**config.mk**
```make
export PLATFORM = sky130hd
export DESIGN_NAME = sub_pipe
export DESIGN_NICKNAME = d
export VERILOG_FILES = /design/src/rtl/sub_pipe.sv
export SDC_FILE = /design/constraint.sdc
export NUM_CORES = 1
export LEC_CHECK = 0
export BUFFER_PORTS_ARGS = -buffer_cell sky130_fd_sc_hd__buf_4
export CORE_MARGIN = 2
export CORE_UTILIZATION = 35
export DETAILED_ROUTE_END_ITERATION = 8
export GPL_TIMING_DRIVEN = 1
export SYNTH_ARGS = -nofsm -noshare
export SYNTH_HDL_FRONTEND = slang
export SYNTH_SLANG_ARGS = --single-unit
```
**constraint.sdc**
```tcl
create_clock -name clock -period 2.3 [get_ports clock]
set_clock_uncertainty 0.15 [all_clocks]
set_input_delay 0.23 -clock clock [delete_from_list [all_inputs] [get_ports clock]]
set_output_delay 0.23 -clock clock [all_outputs]
set_load 0.03 [all_outputs]
```
**src/rtl/sub_pipe.sv**
```systemverilog
`default_nettype none
// ============================================================================
// Module   : sub_pipe
// Purpose  : Two-stage valid/ready pipelined subtractor (a - b) that reports
//            the unsigned borrow and the signed overflow of the difference.
// Revision : 1.0 - initial release
// ============================================================================
module sub_pipe #(
  parameter int WIDTH = 16  // must be even and >= 4
) (
  input  logic             clock,
  input  logic             reset,
  input  logic             in_valid,
  output logic             in_ready,
  input  logic [WIDTH-1:0] in_a,
  input  logic [WIDTH-1:0] in_b,
  output logic             out_valid,
  input  logic             out_ready,
  output logic [WIDTH-1:0] out_diff,
  output logic             out_borrow,
  output logic             out_ovf
);

  localparam int HALF = WIDTH / 2;

  logic            s1_valid_q,  s1_valid_d;
  logic [HALF-1:0] s1_lo_q,     s1_lo_d;
  logic            s1_borrow_q, s1_borrow_d;
  logic [HALF-1:0] s1_a_hi_q,   s1_a_hi_d;
  logic [HALF-1:0] s1_b_hi_q,   s1_b_hi_d;

  logic             s2_valid_q,  s2_valid_d;
  logic [WIDTH-1:0] s2_diff_q,   s2_diff_d;
  logic             s2_borrow_q, s2_borrow_d;
  logic             s2_ovf_q,    s2_ovf_d;

  logic            accept;
  logic            s2_load;
  logic            s2_pop;
  logic [HALF:0]   lo_sub;
  logic [HALF:0]   hi_sub;

  always_comb begin
    in_ready = !s1_valid_q || !s2_valid_q || out_ready;
    accept   = in_valid && in_ready;
    s2_load  = s1_valid_q && (!s2_valid_q || out_ready);
    s2_pop   = s2_valid_q && out_ready;
  end

  // The extra top bit of each half-width subtraction is that half's borrow.
  always_comb begin
    lo_sub = {1'b0, in_a[HALF-1:0]} - {1'b0, in_b[HALF-1:0]};
    hi_sub = {1'b0, s1_a_hi_q} - {1'b0, s1_b_hi_q} - {{HALF{1'b0}}, s1_borrow_q};
  end

  always_comb begin
    s1_valid_d  = s1_valid_q;
    s1_lo_d     = s1_lo_q;
    s1_borrow_d = s1_borrow_q;
    s1_a_hi_d   = s1_a_hi_q;
    s1_b_hi_d   = s1_b_hi_q;
    if (accept) begin
      s1_valid_d  = 1'b1;
      s1_lo_d     = lo_sub[HALF-1:0];
      s1_borrow_d = lo_sub[HALF];
      s1_a_hi_d   = in_a[WIDTH-1:HALF];
      s1_b_hi_d   = in_b[WIDTH-1:HALF];
    end else if (s2_load) begin
      s1_valid_d  = 1'b0;
    end
  end

  always_comb begin
    s2_valid_d  = s2_valid_q;
    s2_diff_d   = s2_diff_q;
    s2_borrow_d = s2_borrow_q;
    s2_ovf_d    = s2_ovf_q;
    if (s2_load) begin
      s2_valid_d  = 1'b1;
      s2_diff_d   = {hi_sub[HALF-1:0], s1_lo_q};
      s2_borrow_d = hi_sub[HALF];
      s2_ovf_d    = (s1_a_hi_q[HALF-1] != s1_b_hi_q[HALF-1]) &&
                    (hi_sub[HALF-1] != s1_a_hi_q[HALF-1]);
    end else if (s2_pop) begin
      s2_valid_d  = 1'b0;
    end
  end

  always_ff @(posedge clock or negedge reset) begin
    if (!reset) begin
      s1_valid_q  <= 1'b0;
      s1_lo_q     <= '0;
      s1_borrow_q <= 1'b0;
      s1_a_hi_q   <= '0;
      s1_b_hi_q   <= '0;
      s2_valid_q  <= 1'b0;
      s2_diff_q   <= '0;
      s2_borrow_q <= 1'b0;
      s2_ovf_q    <= 1'b0;
    end else begin
      s1_valid_q  <= s1_valid_d;
      s1_lo_q     <= s1_lo_d;
      s1_borrow_q <= s1_borrow_d;
      s1_a_hi_q   <= s1_a_hi_d;
      s1_b_hi_q   <= s1_b_hi_d;
      s2_valid_q  <= s2_valid_d;
      s2_diff_q   <= s2_diff_d;
      s2_borrow_q <= s2_borrow_d;
      s2_ovf_q    <= s2_ovf_d;
    end
  end

  assign out_valid  = s2_valid_q;
  assign out_diff   = s2_diff_q;
  assign out_borrow = s2_borrow_q;
  assign out_ovf    = s2_ovf_q;

endmodule
`default_nettype wire

```
-- After elaboration in Yosys (flattened, before gate mapping)
Index checks and enable logic that the tools add are counted.
- bits in registers: 45
- input port bits: 36
- output and inout bits: 20
- word-level logic and storage cells: 29
- add/subtract/negate cells: 3
- equal/unequal tests: 2
- multiplexer cells: 4
- reduce and logical (&&, ||, !) cells: 11
- operator list (cell ; number):
    $sub A8 B8 Y9 ; 2
    $sub A9 B1 Y9 ; 1
    $logic_and A1 B1 Y1 ; 4
    $mux W1 ; 4
    $reduce_bool A2 Y1 ; 2
    $logic_or A1 B1 Y1 ; 3
    $logic_not A1 Y1 ; 2
    $ne A1 B1 Y1 ; 2

-- Longest topological paths before layout
- word-level depth: 5
- gate-level depth with buffers: 9
- gate-level depth less buffers: 9

-- Worst setup path before layout
OpenSTA, ideal clock, no wires.
- path kind: reg-to-reg
- start point: register s1_borrow_q
- end point: register s2_borrow_q (netlist: out_borrow)
- library setup time: 87 ps
- data arrival time: 2054 ps
- data required time: 2063 ps
- slack: 9 ps
- cell stages (with the launch flop): 9
- path buffers: 0
- clock period less this slack: 2291 ps
- path through: dfrtp_1 > inv_1 > fa_1 > fa_1 > nand2b_1 > a21oi_1 > o211ai_1 > a211o_1 > o211ai_1
- longest elaborated chain between the ends: 1
- RTL lines (item ; line ; source):
    start: declaration ; 28 ; logic s1_borrow_q, s1_borrow_d;
    start signal: assignment ; 103 ; s1_borrow_q <= s1_borrow_d;
    $sub A9 B1 Y9 ; 53 ; hi_sub = {1'b0, s1_a_hi_q} - {1'b0, s1_b_hi_q} - {{HALF{1'b0}}, s1_borrow_q};
    end signal: assignment ; 108 ; s2_borrow_q <= s2_borrow_d;
    end: declaration ; 34 ; logic s2_borrow_q, s2_borrow_d;
Every way passes these cells.
A chain may end at the register's enable or synchronous reset.

-- Worst setup path after layout
- start point: register s1_b_hi_q[0]
- end point: register s2_ovf_q (netlist: out_ovf)
- longest elaborated chain between the ends: 4
- RTL lines (item ; line ; source):
    start: declaration ; 30 ; logic [HALF-1:0] s1_b_hi_q, s1_b_hi_d;
    start signal: assignment ; 105 ; s1_b_hi_q <= s1_b_hi_d;
    $sub A8 B8 Y9 ; 53 ;
    $sub A9 B1 Y9 ; 53 ;
    $ne A1 B1 Y1 ; 83 ; (hi_sub[HALF-1] != s1_a_hi_q[HALF-1]);
    $logic_and A1 B1 Y1 ; 82 ; s2_ovf_d = (s1_a_hi_q[HALF-1] != s1_b_hi_q[HALF-1]) &&
    end signal: assignment ; 109 ; s2_ovf_q <= s2_ovf_d;
    end: declaration ; 35 ; logic s2_ovf_q, s2_ovf_d;
Every way passes these cells.

==> flow_metrics.py <==
metrics = {
    "synth": {
        "postSynth.asyncResetShare_pct": 100,
        "synth.lib_cells_used.distinct": 35,
        "ys.flop_type": "dfrtp_1",
        "synth_warnings": 0,
        "synth_adder_area_share_pct": 13.1,
        "post-synth-top-area-fraction_pct": 44.0,
        "synth-xor-area-share_pct": 3.27,
        "post_synth_main_area_contributors": "dfrtp_1 (44%), mux2_2 (11%), ha_1 (11%)",
        "synth_mux_area_share_pct": 11.0,
        "syn-instance-count": 248,
        "synth.cell_area_um2": 2560,
        "synth_compound_area_share_pct": 11.1,
        "main_combinational_cell_family_by_area_after_synthesis": "adder cells",
        "number_of_flops_mapped_to_enable_cells_by_yosys": 0,
        "yosys.area.top_type": "dfrtp_1",
        "synth_seq_area_share_pct": 44.0,
        "synth_simple_gate_area_share_pct": 11.0,
        "postSynthAreaPerCell_um2": 10.3,
        "postSynthRegisterBits": 45,
        "syn_nets": 309,
    },
    "min_path": {
        "hold_path_origin": "in_b[11]",
        "hold_path_class": "input pin to flip-flop",
    },
    "place": {
        "io_buffers": 55,
        "post_dp_cell_area_um2": 3130,
        "place_congestion": 0.809,
        "dp_hpwl_um": 3770,
    },
    "setup_path": {
        "cp_data_arrival_time_ps": 2320,
        "crit_start": "s1_b_hi_q[0]",
        "criticalPathCategory": "flip-flop to flip-flop",
        "critical-path-max-stage-delay_ps": 550,
        "critical_path.endpoint_type": "flip-flop",
        "rr_startpoint": "s1_b_hi_q[0]",
        "critical_path_required_ps": 2340,
        "critPathMaxFanout": 2,
        "path_delay_family": "adder cells",
        "crit_path_top_delay_cell": "fa_1",
        "worstPathBufferInverterCount": 2,
        "worstSetupStartpointType": "flip-flop",
        "cp_cell_sequence": "inv_2 -> fa_1 -> inv_1 -> ha_2 -> o211ai_1 -> o2111ai_1 -> nand2_1 -> xnor3_1 -> a22o_1",
    },
    "global_route": {
        "grt_first_pass_wirelength_um": 8290,
        "grt.busiest_layer": "met2",
        "grt_util_met2_pct": 22.0,
        "grt.overflow.total": 0,
        "grt_pass1_vias": 1781,
        "grt_util_met1_pct": 17.5,
        "grt_max_degree": 46,
        "grtUsageTotal_pct": 13.2,
        "grt_antenna_before_repair": 0,
        "groute.layer.met3.usage_pct": 2.31,
    },
    "final_layout": {
        "layout-drive-gt1-share_pct": 32.3,
        "numnets_final": 379,
        "fillerInstances": 675,
        "ff_latch_area_um2": 1130,
        "finalInstanceArea_um2": 3310,
        "multiInputGateArea_um2": 1280,
        "antennaDiodeCount": 0,
        "area_added_between_synthesis_and_finish_pct": 29.2,
    },
    "die": {
        "die_y_um": 89.5,
        "io_pins": 56,
        "design.core.area_um2": 7180,
        "die-area_um2": 8010,
        "placement_rows": 31,
        "initial_core_util_pct": 35.7,
        "dieWidth_um": 89.5,
    },
    "pwr": {
        "vdd_ir_drop_max_v": 0.000250,
        "fin_total_pwr_uw": 3050,
        "power_density_nw_per_um2": 923,
        "leakage_uw": 0.00161,
    },
    "job": {
        "max_cap_viol_count": 0,
    },
    "clocking": {
        "worst_setup_hold_path_clk_slew_ps": 90,
        "cts_sinks": 45,
        "cts_max_level": 2,
        "cts_tree": "yes",
        "number_of_buffers_created_by_cts": 5,
        "clock_insertion_delay_worst_skew_ps": 300,
        "clock_tree.root_cell": "clkbuf_8",
        "maximum_number_of_buffers_from_clock_root_to_sink": 2,
    },
    "detailed_routing": {
        "routed_wire_length_per_instance_um": 11.7,
        "drt_via_density": 4.56,
        "dr_total_vias": 1908,
        "drt-pass1-iter-count": 4,
        "final_antenna_net_count": 0,
        "routed_wirelength_um": 4880,
        "drt_first_iter_violations": 76,
        "post-route-drc-count": 0,
    },
    "sta": {
        "final_max_slew_viol_count": 0,
        "tightestPinTransition_ps": 570,
        "fmax_mhz": 439,
        "fin_setup_tns_ps": 0,
        "hold_slack_ps": 9.41,
        "relSlewSlack_pct": 62.0,
        "setup_viol_count_final": 0,
        "final_min_period_over_clock_period_pct": 99.1,
        "rsz_0062_raised_after_global_routing": "true",
        "number_of_hold_slack_violations_in_the_final_timing_report": 0,
        "finalWorstPathRequiredPeriod_ps": 2280,
    },
    "run_status": {
        "status": "complete, no violations",
    },
}
## repair_timing
action	CTS	global route
setup endpoints to repair	4	5
setup buffers	2	0
endpoints found under the hold margin	50	0
hold buffers	6	0
pin swaps	4	4
gates cloned	0	0
gates resized for setup	3	2
## area by class of cell
type | instances | area share, %
multi-input cells | 160 | 38.6
flip-flops and latches | 45 | 34.0
repair buffers | 70 | 16.7
inverters | 36 | 4.08
well taps | 99 | 3.74
clock buffers | 5 | 2.08
clock inverters | 3 | 0.756
## registers in the layout, summed over array words and instances, names as in the netlist
signal / count
s1_valid_q: 1
out_ovf: 1
out_borrow: 1
out_diff: 16
s1_lo_q: 8
s1_borrow_q: 1
s1_b_hi_q: 8
out_valid: 1
s1_a_hi_q: 8
## path summary, 6_finish.rpt
kind | endpoint | slack [ps] | depth (start not counted)
worst max register to register | out_ovf | 20 | 9
min in group asynchronous | out_diff[0] | 310 | 2
worst min-delay path | s1_b_hi_q[3] | 9 | 2
max in group asynchronous | out_diff[12] | 1290 | 2
worst max-delay path | out_ovf | 20 | 9
worst min register to register | out_diff[8] | 330 | 2
## report_power, final
group | switching [uW] | total (uW) | internal, uW
clock network | 286 | 507 | 221
logic | 768 | 1440 | 670
registers | 113 | 1110 | 996
## worst register-to-register path, stage by stage, from the launching register on
cell and delay [ps]:
dfrtp_1 360, inv_2 40, fa_1 560, inv_1 50
ha_2 170, o211ai_1 190, o2111ai_1 140, nand2_1 130
xnor3_1 220, a22o_1 190
## metal layers
| layer | vias to the layer above | share of wire [%] |
|---|---|---|
| met5 | - | 0 |
| met4 | 0 | 1.5 |
| met3 | 5 | 3.4 |
| met2 | 39 | 49 |
| met1 | 883 | 46 |
| li1 | 981 | - |
## synth_stat cells, types with 2 or more instances
cell,count
clkbuf_1,3
inv_1,36
o21ai_0,17
a21oi_1,8
buf_2,4
nor3_1,4
or4_1,2
o21a_1,4
nand4_1,2
dfrtp_1,45
nand2_1,22
fa_1,3
xor2_1,2
xnor2_1,5
nor4_1,2
o211ai_1,5
nor2b_1,3
nor3b_1,4
o31ai_1,3
nand3_1,4
nand2b_1,5
ha_1,22
nor2_1,7
mux2_2,25
## per-stage QoR
stage          util (%)  worst slack (ps)  instances
2_1_floorplan         -              9.34        248
6_report           46.1              20.1        418
5_1_grt            46.1              -153        418
4_1_cts            46.1             -9.67        418
3_3_place_gp       43.6              20.0        402
3_5_place_dp       43.6             -78.9        402
## placed cells by master, fill, tap and decap left out, types with 2 or more instances in the layout
cell type       n
inv_6           2
clkbuf_8        5
nor3b_1         4
nand3_1         4
nand2b_1        5
or4_1           2
fa_1            2
nor4_1          2
o211ai_1        5
dlygate4sd3_1   6
nor2b_1         3
nor2_1          7
a21oi_1         7
ha_1           21
nand4_1         2
inv_1          35
dfrtp_1        45
xor2_1          2
mux2_2         25
buf_4          63
o31ai_1         3
nand2_1        22
o21ai_0        16
o21a_1          4
xnor2_1         5
nor3_1          4
## logic make-up (layout without fill, tap and decap cells)
group           after synthesis  after routing
compound gates               45             45
buf+inv                      43            114
fa+ha+maj                    25             25
xor+xnor                      8              8
simple gates                 57             57
mux                          25             25
flops                        45             45
Power figures use the tool's default switching activity.
